==> config.mk <==
export PLATFORM = sky130hd
export DESIGN_NAME = seg_scan_driver
export DESIGN_NICKNAME = d
export VERILOG_FILES = /design/src/rtl/seg_scan_driver.sv
export SDC_FILE = /design/constraint.sdc
export NUM_CORES = 1
export LEC_CHECK = 0
export CORE_MARGIN = 5
export CORE_UTILIZATION = 30
export DETAILED_ROUTE_END_ITERATION = 16
export PLACE_DENSITY = 0.53
export SLEW_MARGIN = 30
export SYNTH_ARGS = -nofsm -noshare
export SYNTH_HDL_FRONTEND = slang
export SYNTH_SLANG_ARGS = --single-unit
export TNS_END_PERCENT = 20
==> constraint.sdc <==
create_clock -name clk -period 3.4 [get_ports clk]
set_input_delay 0.68 -clock clk [delete_from_list [all_inputs] [get_ports clk]]
set_output_delay 0.68 -clock clk [all_outputs]
set_load 0.05 [all_outputs]
==> src/rtl/seg_scan_driver.sv <==
// seg_scan_driver
//   Time-multiplexed ten-digit seven-segment scan driver. Digit codes from the
//   binary-to-BCD stage are captured on `load` into a pending buffer and moved
//   into the scanned (active) buffer only at a frame boundary, so a frame never
//   shows a mix of old and new digits. Each digit slot opens with a short
//   all-off interval to suppress ghosting between neighbouring digits.
//
//   Optional feature: define SEG_LZB_EN for leading-zero blanking.
//
// Ports
//   clk         system clock, rising edge
//   rst_n       asynchronous active-low reset
//   load        strobe; samples D1..D10 (held high: last sample wins)
//   D1..D10     5-bit digit codes (0-9 digit, 10 minus, 11-31 blank); D1 -> an[0]
//   an[9:0]     registered anode enables, bit k = digit D(k+1)
//   seg[6:0]    registered segments, bit0 = a .. bit6 = g
//   dp          decimal point, held inactive
//   frame_done  one-cycle pulse per frame wrap (registered)
module seg_scan_driver #(
    parameter int unsigned REFRESH_DIV    = 50000,
    parameter int unsigned BLANK_CYCLES   = 4,
    parameter bit          SEG_ACTIVE_LOW = 1'b1,
    parameter bit          AN_ACTIVE_LOW  = 1'b1
) (
    input  logic       clk,
    input  logic       rst_n,
    input  logic       load,
    input  logic [4:0] D1,
    input  logic [4:0] D2,
    input  logic [4:0] D3,
    input  logic [4:0] D4,
    input  logic [4:0] D5,
    input  logic [4:0] D6,
    input  logic [4:0] D7,
    input  logic [4:0] D8,
    input  logic [4:0] D9,
    input  logic [4:0] D10,
    output logic [9:0] an,
    output logic [6:0] seg,
    output logic       dp,
    output logic       frame_done
);
    localparam int unsigned   PW        = (REFRESH_DIV > 1) ? $clog2(REFRESH_DIV) : 1;
    localparam logic [PW-1:0] PCNT_LAST = PW'(REFRESH_DIV - 1);
    localparam logic [PW-1:0] BLANK_N   = PW'(BLANK_CYCLES);
    localparam logic [9:0]    AN_OFF    = AN_ACTIVE_LOW ? 10'h3FF : 10'h000;
    localparam logic [6:0]    SEG_OFF   = SEG_ACTIVE_LOW ? 7'h7F : 7'h00;

    function automatic logic [6:0] seg_pattern(input logic [4:0] code);
        case (code)
            5'd0:    seg_pattern = 7'h3F;
            5'd1:    seg_pattern = 7'h06;
            5'd2:    seg_pattern = 7'h5B;
            5'd3:    seg_pattern = 7'h4F;
            5'd4:    seg_pattern = 7'h66;
            5'd5:    seg_pattern = 7'h6D;
            5'd6:    seg_pattern = 7'h7D;
            5'd7:    seg_pattern = 7'h07;
            5'd8:    seg_pattern = 7'h7F;
            5'd9:    seg_pattern = 7'h6F;
            5'd10:   seg_pattern = 7'h40;
            default: seg_pattern = 7'h00;
        endcase
    endfunction

    logic [9:0][4:0] din;
    assign din = {D10, D9, D8, D7, D6, D5, D4, D3, D2, D1};

    logic [PW-1:0]   pcnt_q, pcnt_d;
    logic [3:0]      idx_q, idx_d;
    logic [9:0][4:0] act_q, act_d, pend_q, pend_d;
    logic            pflag_q, pflag_d;
    logic [9:0]      an_q, an_d;
    logic [6:0]      seg_q, seg_d;
    logic            dp_q;
    logic            fd_q;
    logic            slot_end, wrap;
    logic [9:0]      show;
    logic [4:0]      cur;
    logic            lit;
    logic [9:0]      an_hi;
    logic [6:0]      seg_hi;

    assign slot_end = (pcnt_q == PCNT_LAST);
    assign wrap     = slot_end && (idx_q == 4'd9);

    // Scan counters: pcnt is the prescaler, idx the digit slot.
    always_comb begin
        pcnt_d = pcnt_q + 1'b1;
        idx_d  = idx_q;
        if (slot_end) begin
            pcnt_d = '0;
            idx_d  = (idx_q == 4'd9) ? 4'd0 : idx_q + 4'd1;
        end
    end

    // Double buffer. A load coinciding with the wrap bypasses pending so the
    // freshest digits land in the frame that is just starting.
    always_comb begin
        act_d   = act_q;
        pend_d  = pend_q;
        pflag_d = pflag_q;
        if (load) begin
            if (wrap) begin
                act_d   = din;
                pflag_d = 1'b0;
            end else begin
                pend_d  = din;
                pflag_d = 1'b1;
            end
        end else if (wrap && pflag_q) begin
            act_d   = pend_q;
            pflag_d = 1'b0;
        end
    end

`ifdef SEG_LZB_EN
    // Show digit k only if some digit at or above k is non-zero; digit 0 always.
    logic seen;
    always_comb begin
        seen = 1'b0;
        show = '0;
        for (int k = 9; k >= 0; k--) begin
            seen    = seen | (act_q[k] != 5'd0);
            show[k] = seen | (k == 0);
        end
    end
`else
    assign show = '1;
`endif

    // Blank-coded digits (>10) keep their anode off as well as their segments.
    always_comb begin
        cur    = act_q[idx_q];
        lit    = (pcnt_q >= BLANK_N) && show[idx_q] && (cur <= 5'd10);
        an_hi  = lit ? (10'b1 << idx_q) : 10'b0;
        seg_hi = lit ? seg_pattern(cur) : 7'b0;
        an_d   = AN_ACTIVE_LOW ? ~an_hi : an_hi;
        seg_d  = SEG_ACTIVE_LOW ? ~seg_hi : seg_hi;
    end

    always_ff @(posedge clk or negedge rst_n) begin
        if (!rst_n) begin
            pcnt_q  <= '0;
            idx_q   <= '0;
            act_q   <= '0;
            pend_q  <= '0;
            pflag_q <= 1'b0;
            an_q    <= AN_OFF;
            seg_q   <= SEG_OFF;
            dp_q    <= SEG_ACTIVE_LOW;
            fd_q    <= 1'b0;
        end else begin
            pcnt_q  <= pcnt_d;
            idx_q   <= idx_d;
            act_q   <= act_d;
            pend_q  <= pend_d;
            pflag_q <= pflag_d;
            an_q    <= an_d;
            seg_q   <= seg_d;
            dp_q    <= SEG_ACTIVE_LOW;
            fd_q    <= wrap;
        end
    end

    assign an         = an_q;
    assign seg        = seg_q;
    assign dp         = dp_q;
    assign frame_done = fd_q;

endmodule

==> impl_metrics.yaml <==
grt:
  grt_max_degree: 108
  grt_pass1_wl_um: 23600
  grt-ovfl-total: 0
  busiest_layer: "met2"
  grt_pass1_vias: 4481
  grt_use_met2: 0.192
  use_met3: 0.0347
  grtUsageTotal: 0.121
  antenna_found_initial: 0
  use_met1: 0.159
synthesis:
  synthFlopType: "dfrtp_1"
  synthCells: 555
  yosys.cell_types.count: 53
  syn_area_per_cell_sq_um: 11.8
  synthTopCellsByArea: "dfrtp_1, mux2_2, mux2i_1, dfstp_2, nor2_1"
  synth_top_area_cell: "dfrtp_1"
  syn_nets: 617
  ys_seq_area_frac: 0.534
  async_reset_ff_frac: 1.00
  synth_most_common_cell: "dfrtp_1"
  synth-edff-count: 0
  netlist_top_cells_count: "dfrtp_1, nor2_1, mux2i_1"
  synth_seq_cells: 139
  yosys_warnings: 0
  mappedNetlistArea_sq_mm: 0.00656
  netlist.area_leader.share: 0.466
setup_path:
  r2r_cells: 8
  required_ns: 3.72
  path_cells: "mux2_2, a222oi_1, a21o_1, inv_1, ha_1, o32ai_1, nor4_1, o31ai_1"
  slowest_stage: "dfrtp_2"
  cp_data_arrival_time_ns: 3.42
  cp-end-kind: "register"
  worst-path-max-fanout: 13
  slowest_delay_ns: 0.56
  crit_path_start_kind: "register"
  crit_type: "register to register"
status:
  status: "finished, final reports clean"
floorplan:
  io_pins: 72
  floorplan.initialDensity: 0.302
  fp.coreArea_sq_mm: 0.0217
  rows: 54
  die_x_um: 158
  fp.dieH_um: 158
  dieArea_sq_mm: 0.0249
clocking:
  cts_buffer_depth: 2
  root_buffer: "clkbuf_16"
  cts_num_sinks: 139
  htreeDepth: 4
  cts_inserted_buffers: 17
  clk_latency_ns: 0.42
  clkTransAtPathRegs_ns: 0.06
  post_cts_buffers: 0
  cts_tree: "yes"
sta:
  worstMarginPinSlew_ns: 0.858
  rsz0062_at_grt: "no"
  fin_crit_sh: 0.911
  slew_violations: 0
  fmax_mhz: 323
  tns_ns: 0
  min_period_ns: 3.10
  setup_viol: 0
  timing.final.hold_violations: 0
  slew_headroom: 0.428
  clock_skew_ns: 0.0135
finish:
  multi_input_area_sq_mm: 0.00282
  fill_cells: 2089
  drive_gt1_frac: 0.214
  syn2layout_area_growth_pct: 24.6
  final_nets: 686
  antennaDiodeCount: 0
  register_area_sq_mm: 0.00350
  fin_cells: 917
  finalInstanceArea_sq_mm: 0.00817
power:
  leakage_uw: 0.00350
  p_per_area_mw_per_mm2: 519
  peakVddDrop_mv: 0.324
place:
  place.gp.congestion: 0.820
  dp_hpwl_um: 10200
  placed_cell_area_sq_mm: 0.00753
  dp_cells: 885
  portBuffers: 70
run:
  cap_violations: 0
detailed_routing:
  ant_nets: 0
  drt-vias-per-instance: 4.69
  drc_errors: 0
  drt_pass1_iterations: 4
  wire_per_inst_um: 15.5
  num_vias: 4305
  wirelength_um: 14200
  drt_iter0_drc: 294
worst_hold_path:
  hp-class: "primary input to asynchronous set/reset pin"
-- cells in the final DEF (no fill, tap or decap), drive strengths merged, types with 5 or more instances in the layout --
master	synthesis	layout
xnor2	5	5
o21ai	5	5
a21oi	53	53
inv	9	9
nand4	11	11
dfstp	17	17
mux2i	65	65
nor2	77	77
clkbuf	10	22
nand2	12	12
xor2	10	10
dfrtp	122	122
nand3	9	9
nor3	8	8
ha	9	9
clkdlybuf4s50	0	68
mux2	59	59
buf	23	14
nor2b	6	6
-- routing by layer --
layer	up-vias	share of wire	routed length (um)
met3	13	0.041	578
li1	2101	-	-
met1	2112	0.47	6660
met5	-	0	0
met4	0	0.014	194
met2	79	0.48	6800
-- through the flow --
| step | util | power, uW | setup slack [ns] | hold WS (ns) |
|---|---|---|---|---|
| after global placement | 0.347 | 2290 | 0.328 | 0.479 |
| final | 0.377 | 4240 | 0.302 | 0.354 |
| after global routing | 0.377 | 4430 | 0.0914 | 0.441 |
| after CTS | 0.376 | 4300 | 0.173 | 0.431 |
| after floorplan | - | 2110 | 0.710 | 0.384 |
| after detailed placement | 0.347 | 2300 | 0.214 | 0.485 |
-- repair_timing --
item | 4_1_cts | 5_1_grt
hold buffers | 0 | 0
endpoints found under the setup margin | 0 | 12
resized for setup | 0 | 1
-- worst paths after layout --
kind / start / end / slack, ns
hold reg to reg: pend_q[47]$_DFFE_PN0P_ / pend_q[47]$_DFFE_PN0P_ / 0.50
max in group asynchronous: rst_n / act_q[27]$_DFFE_PN0P_ / 2.22
min in group clk: pend_q[47]$_DFFE_PN0P_ / pend_q[47]$_DFFE_PN0P_ / 0.50
setup reg to reg: idx_q[0]$_DFFE_PN0N_ / seg[6]$_DFF_PN1_ / 0.30
hold / removal: rst_n / pend_q[0]$_DFFE_PN0P_ / 0.35
setup / recovery: idx_q[0]$_DFFE_PN0N_ / seg[6]$_DFF_PN1_ / 0.30
-- where the power goes --
part	switching, uW	internal [uW]	total, uW
combinational	225	211	436
clock	692	1280	1980
sequential	51.6	1770	1820
total	969	3270	4240
-- area by class of cell --
type	count	share of cell area
multi-input combinational	374	0.346
clock buffer	21	0.0576
sequential	139	0.429
timing repair buffer	83	0.101
clock inverter	11	0.0204
inverter	9	0.00414
tap	280	0.0429
-- kinds of logic (layout without fill, tap and decap cells) --
logic type,count (synthesis),count (layout),synth area share
adders and majority gates,9,9,0.0172
buffers and inverters,42,124,0.0363
AOI/OAI and AO/OA,76,76,0.0718
xor gates and xnor gates,15,15,0.0200
and+or+nand+nor,146,146,0.109
muxes,127,127,0.211
DFF,139,139,0.534
other,1,1,0.000572
-- flip-flops by register name (all words and copies together), names as in the netlist --
register    flops
idx_q           4
act_q          50
seg             7
frame_done      1
pend_q         50
pcnt_q         16
an             10
pflag_q         1
-- worst max-delay path: cells and delay by family (launching register included) --
kind	cells	cell delay (ns)
adder cells (fa/ha/maj)	1	0.25
buffers and inverters	1	0.16
flip-flops	1	0.56
multiplexers	1	0.37
AND/OR/NAND/NOR	1	0.10
AO/OA/AOI/OAI	4	1.56
Note: power is estimated with default switching activity, not from simulation.
